[src/rtl/modn_counter.sv]
// Modulo-N up/down counter with synchronous clear/load, a cascadable
// terminal count, and a one-shot mode that parks at the terminal value.
module modn_counter #(
  parameter int MODULUS   = 10,
  parameter int WIDTH     = 4,
  parameter int RESET_VAL = 0
) (
  input  logic             clk,
  input  logic             rst,
  input  logic             clr,
  input  logic             load,
  input  logic [WIDTH-1:0] load_val,
  input  logic             en,
  input  logic             up,
  input  logic             oneshot,
  output logic [WIDTH-1:0] count,
  output logic             tc,
  output logic             wrap,
  output logic             done
);

  localparam int               EXT_W   = WIDTH + 1;
  localparam logic [EXT_W-1:0] MAX_EXT = EXT_W'(MODULUS - 1);
  localparam logic [WIDTH-1:0] MAX_VAL = WIDTH'(MODULUS - 1);
  localparam logic [WIDTH-1:0] RST_VAL = WIDTH'(RESET_VAL);

  typedef enum logic {
    RUN,
    HALT
  } state_t;

  state_t state;

  logic [EXT_W-1:0] count_ext;
  logic [EXT_W-1:0] load_ext;
  logic [EXT_W-1:0] step_ext;
  logic [WIDTH-1:0] term_val;
  logic [WIDTH-1:0] load_clamped;
  logic [WIDTH-1:0] step_val;
  logic             at_term;
  logic             running;

  assign count_ext    = {1'b0, count};
  assign load_ext     = {1'b0, load_val};
  assign term_val     = up ? MAX_VAL : '0;
  assign at_term      = (count == term_val);
  assign running      = (state == RUN);
  assign tc           = en & at_term & running;
  assign load_clamped = (load_ext > MAX_EXT) ? MAX_VAL : load_val;

  // Extra bit exposes over/underflow; any escape folds back to the top value.
  assign step_ext = up ? (count_ext + EXT_W'(1)) : (count_ext - EXT_W'(1));
  assign step_val = (step_ext > MAX_EXT) ? MAX_VAL : step_ext[WIDTH-1:0];

  always_ff @(posedge clk or negedge rst) begin
    if (!rst) begin
      state <= RUN;
      count <= RST_VAL;
      wrap  <= 1'b0;
      done  <= 1'b0;
    end else if (clr) begin
      state <= RUN;
      count <= RST_VAL;
      wrap  <= 1'b0;
      done  <= 1'b0;
    end else if (load) begin
      state <= RUN;
      count <= load_clamped;
      wrap  <= 1'b0;
      done  <= 1'b0;
    end else if (en && running) begin
      if (!at_term) begin
        count <= step_val;
        wrap  <= 1'b0;
      end else if (!oneshot) begin
        count <= up ? '0 : MAX_VAL;
        wrap  <= 1'b1;
      end else begin
        // One-shot run parks at the terminal value until clr or load.
        state <= HALT;
        done  <= 1'b1;
        wrap  <= 1'b0;
      end
    end else begin
      wrap <= 1'b0;
    end
  end

endmodule

[config.mk]
export PLATFORM = sky130hd
export DESIGN_NAME = modn_counter
export DESIGN_NICKNAME = d
export VERILOG_FILES = /design/src/rtl/modn_counter.sv
export SDC_FILE = /design/constraint.sdc
export NUM_CORES = 1
export LEC_CHECK = 0
export CAP_MARGIN = 10
export CORE_AREA = 2 2 39 41
export DETAILED_ROUTE_END_ITERATION = 10
export DIE_AREA = 0 0 41 43
export PLACE_DENSITY = 0.78
export RECOVER_POWER = 100
export SLEW_MARGIN = 5
export SYNTH_ARGS = -nofsm -noshare
export SYNTH_HDL_FRONTEND = slang
export SYNTH_SLANG_ARGS = --single-unit
export TNS_END_PERCENT = 5
[constraint.sdc]
create_clock -name clk -period 4.9 [get_ports clk]
set_input_delay 0.49 -clock clk [delete_from_list [all_inputs] [get_ports clk]]
set_output_delay 0.49 -clock clk [all_outputs]
set_load 0.02 [all_outputs]
# Word-level counts from Yosys, hierarchy flattened
# Index checks and enable logic that the tools add are counted.
# W data, S select, Z words.
[word_totals] regBits=6 inputBits=11 output_inout_bits=7 elab_cells=38
[op_classes] add_sub_neg=2 order_cmp=2 eq_ne=2 mux=20 bitwise=3 n_reduce_logical=6
[ops] operator="$mux W4" count=9
[ops] operator="$mux W1" count=10
[ops] operator="$reduce_bool A3 Y1" count=3
[ops] operator="$add A4 B1 Y5 const B" count=1
[ops] operator="$gt A5 B4 Y1 const B" count=1
[ops] operator="$mux W5" count=1
[ops] operator="$sub A4 B1 Y5 const B" count=1
[ops] operator="$eq A4 B4 Y1" count=1
[ops] operator="$gt A4 B4 Y1 const B" count=1
[ops] operator="$ne A4 B4 Y1 const B" count=1
[ops] operator="$reduce_and A3 Y1" count=1
[ops] operator="$and A1 B1 Y1" count=2
[ops] operator="$reduce_and A2 Y1" count=1
[ops] operator="$logic_and A1 B1 Y1" count=1
[ops] operator="$not A1 Y1" count=1

# Depth between registers and ports, before layout
[depth] word_depth=8 ltp_mapped=8 depth_no_buf=8

# Worst setup path before layout
# No wires, ideal clock.
[synth_timing] kind="input to output" start="input up" end="output tc" arrival_ns=1.787 required_time_ns=4.410 path_slack_ns=2.623 stages=5 cell_sequence="inv_1 > ha_1 > or3b_1 > nand2b_1 > nor2_1"
[synth_between] elab_chain_cells=4
[synth_lines] element="start: declaration" line_no="14" source="input logic up,"
[synth_lines] element="$mux W4" line_no="45" source="assign term_val = up ? MAX_VAL : '0;"
[synth_lines] element="$eq A4 B4 Y1" line_no="46" source="assign at_term = (count == term_val);"
[synth_lines] element="$and A1 B1 Y1 (2 in series)" line_no="48" source="assign tc = en & at_term & running;"
[synth_lines] element="end: declaration" line_no="17" source="output logic tc,"
# Every way passes these cells.

# Worst setup path in the final report
# Same ends and word-level chain as after synthesis.

==> results by group <==
Status
  • Status: completed

Yosys
  • Post-Synthesis Cells: 62
  • Register area share after synthesis: 26.09%
  • Syn Nets: 78
  • Synth Area per Inst: 9.283 µm²
  • Post-synth EDFFs: 0
  • Ys flop type: dfrtp_1
  • Unique masters post-synth: 35
  • Warnings, synthesis: 0
  • #FFs+latches synth: 6
  • Cell area after synthesis: 575.6 µm²
  • Async set-reset flop share out of synthesis: 100.0%

CTS
  • Post-cts sizing count: 0
  • H-tree lvl count: 1
  • # hold bufs at CTS: 0
  • Clk_lat worst skew: 0.24 ns
  • CTS root buffer: clkbuf_4
  • Clock-pin transition on the worst setup and hold timing paths: 0.05 ns
  • Setup bufs post-CTS: 0
  • CTS Buffer Depth: 2
  • CTS tree: done
  • Clk sinks: 6
  • CTS Buf Count: 3

Critical path
  • R2r startpoint: count[0]$_DFFE_PN0P_
  • Reg-to-reg critical path endpoint: count[2]$_DFFE_PN0P_
  • Critical setup path kind: in -> out
  • Crit path max-delay family: buffers and inverters
  • R2r worst-path depth: 6
  • WP depth: 7
  • Slowest CP cell: dlygate4sd3_1
  • R2R setup slack: 2.60 ns
  • WP data arrival: 3.06 ns
  • Peak fanout along the critical path: 6
  • CP startpoint kind: input port
  • Crit-path cells: dlygate4sd3_1, inv_1, ha_1, or3b_1, nand2b_1, nor2_1, dlygate4sd3_1
  • Critical Path Sink Type: output pin
  • WP buf/inv: 3
  • Slowest cell delay on critical path: 0.69 ns
  • Cell mode on critical path: dlygate4sd3_1
  • WP data required: 4.41 ns

Route
  • Routed vias/inst: 5.875
  • DR pass1 iterations: 7
  • Routed WL: 1.313 mm
  • Drt drc: 0
  • Post-DRT Antenna Nets: 0
  • Initial DRC count: 27
  • Post-DR wirelength/cell: 13.68 µm
  • Total number of vias: 564

STA
  • Hold Fails Final Rpt: 0
  • Final Skew: 0.004577 ns
  • Final setup margin: 1.349 ns
  • RSZ-0062 raised after global routing: no
  • Final setup vio count: 0
  • Final min period: 3.551 ns
  • Slew at the pin closest to its max-slew limit: 0.3800 ns
  • F_max: 281.6 MHz
  • TNS Setup: 0 ns
  • Tcrit/Tclk final: 72.48%
  • Fin. max-slew vios: 0
  • Relative slew slack: 74.47%

Global route
  • M2 GR Usage: 28.13%
  • GRT Resource Usage Total: 17.56%
  • GR Layer Usage met3: 4.712%
  • Antenna violations before repair: 0
  • M1 GR Usage: 22.55%
  • GR Overflow Total: 0
  • Largest net degree at the start of global routing: 11
  • First-pass GRT wire length: 2.132 mm
  • GRT Max-Usage Layer: met2
  • Vias in the first global route: 501

Place
  • Area after DPL: 747.0 µm²
  • Quantity of I/O buffers inserted on ports: 17
  • Gpl congestion: 0.8170
  • DP HPWL: 1.100 mm
  • Worst slack at placement: 1.465 ns

Floorplanning
  • Top Ports: 18
  • Chip Width: 41 µm
  • Core area: 1384 µm²
  • Die H: 43 µm
  • Die footprint: 1763 µm²
  • Initial Utilization: 41.59%
  • FP Rows: 14

Finish
  • Register Area: 150.1 µm²
  • Layout Utilization: 54.61%
  • Fill cells: 134
  • Nets: 98
  • Design Area, Final: 755.7 µm²
  • Multi-input logic area: 374.1 µm²
  • Layout cell share with drive strength beyond 1: 6.250%
  • Antenna diodes: 0
  • Area grow syn2layout: 31.30%

Power
  • Max VDD drop: 0.0001176 V
  • P per Cell Area: 242.5 nW/µm²
  • Leak: 0.3354 nW

Job
  • Max_cap viols: 0

Hold path
  • Hold Crit Class: in -> async
## layout make-up
class | count | share of cell area (%)
clock buffers | 3 | 2.980
inverters | 5 | 2.483
multi-input cells | 49 | 49.50
flip-flops and latches | 6 | 19.87
well taps | 16 | 2.649
repair buffers | 17 | 22.52
## layout by cell type, fill, tap and decap left out, types with 2 or more instances in the layout
cell type / netlist / layout
dlygate4sd3_1: 0 / 9
clkdlybuf4s50_1: 0 / 8
dfrtp_1: 6 / 6
inv_1: 5 / 5
nor2_1: 5 / 5
a21oi_1: 3 / 4
ha_1: 4 / 4
xnor2_1: 3 / 3
nor3_1: 2 / 3
nor3b_1: 3 / 3
clkbuf_4: 0 / 3
nand2b_1: 2 / 2
a31oi_1: 2 / 2
nand2_1: 2 / 2
nor4_1: 2 / 2
## layer usage
layer	up-vias	wire length, µm
met3	0	94
met5	-	0
li1	269	-
met1	268	542
met2	27	676
met4	0	0
## flip-flops by register name, summed over array words and instances (netlist names)
register	cells
state	1
wrap	1
count	4
## report_power, final
part | switching, W | internal, W | leakage (nW) | total, W
logic | 0.0000404 | 0.0000382 | 0.241 | 0.0000786
registers | 0.00000648 | 0.0000532 | 0.0804 | 0.0000597
clock network | 0.0000174 | 0.0000277 | 0.0138 | 0.0000450
## cell usage after synthesis (2+ instances only)
library cell | n | area (µm²)
ha_1 | 4 | 50.05
a21oi_1 | 3 | 15.01
nor3b_1 | 3 | 22.52
dfrtp_1 | 6 | 150.1
inv_1 | 5 | 18.77
nor2_1 | 5 | 18.77
nand2_1 | 2 | 7.510
nor3_1 | 2 | 10.01
nand2b_1 | 2 | 12.51
a31oi_1 | 2 | 12.51
xnor2_1 | 3 | 26.28
nor4_1 | 2 | 12.51
## cells by family after synthesis
| logic type | share of synthesized area (%) |
|---|---|
| simple gates | 23.92 |
| compound gates | 26.74 |
| buf+inv | 6.522 |
| flops | 26.09 |
| fa+ha+maj | 12.17 |
| xor+xnor | 4.566 |
## worst max path at each step
| stage | endpoint | from |
|---|---|---|
| CTS | tc | up |
| global placement | tc | up |
| global route | tc | up |
| floorplan | tc | up |
| finish | tc | up |
| detailed placement | tc | up |
## worst reg2reg max path, cell delays in order (launching register included)
cell and delay (ns):
dfrtp_1 0.51, fa_1 0.48, a21o_1 0.19, a21oi_1 0.25, xnor2_1 0.15, or4_1 0.48, o22ai_1 0.16
## through the flow
stage | hold slack (ns) | total power (W) | instances
after global routing | 0.5805 | 0.0001967 | 96
after CTS | 0.5018 | 0.0001898 | 96
final | 0.5620 | 0.0001833 | 96
after detailed placement | 0.5525 | 0.0001440 | 93
after global placement | 0.5464 | 0.0001416 | 93
after floorplan | 0.1944 | 0.0001168 | 62
No activity file was read; power rests on OpenSTA's default activity.
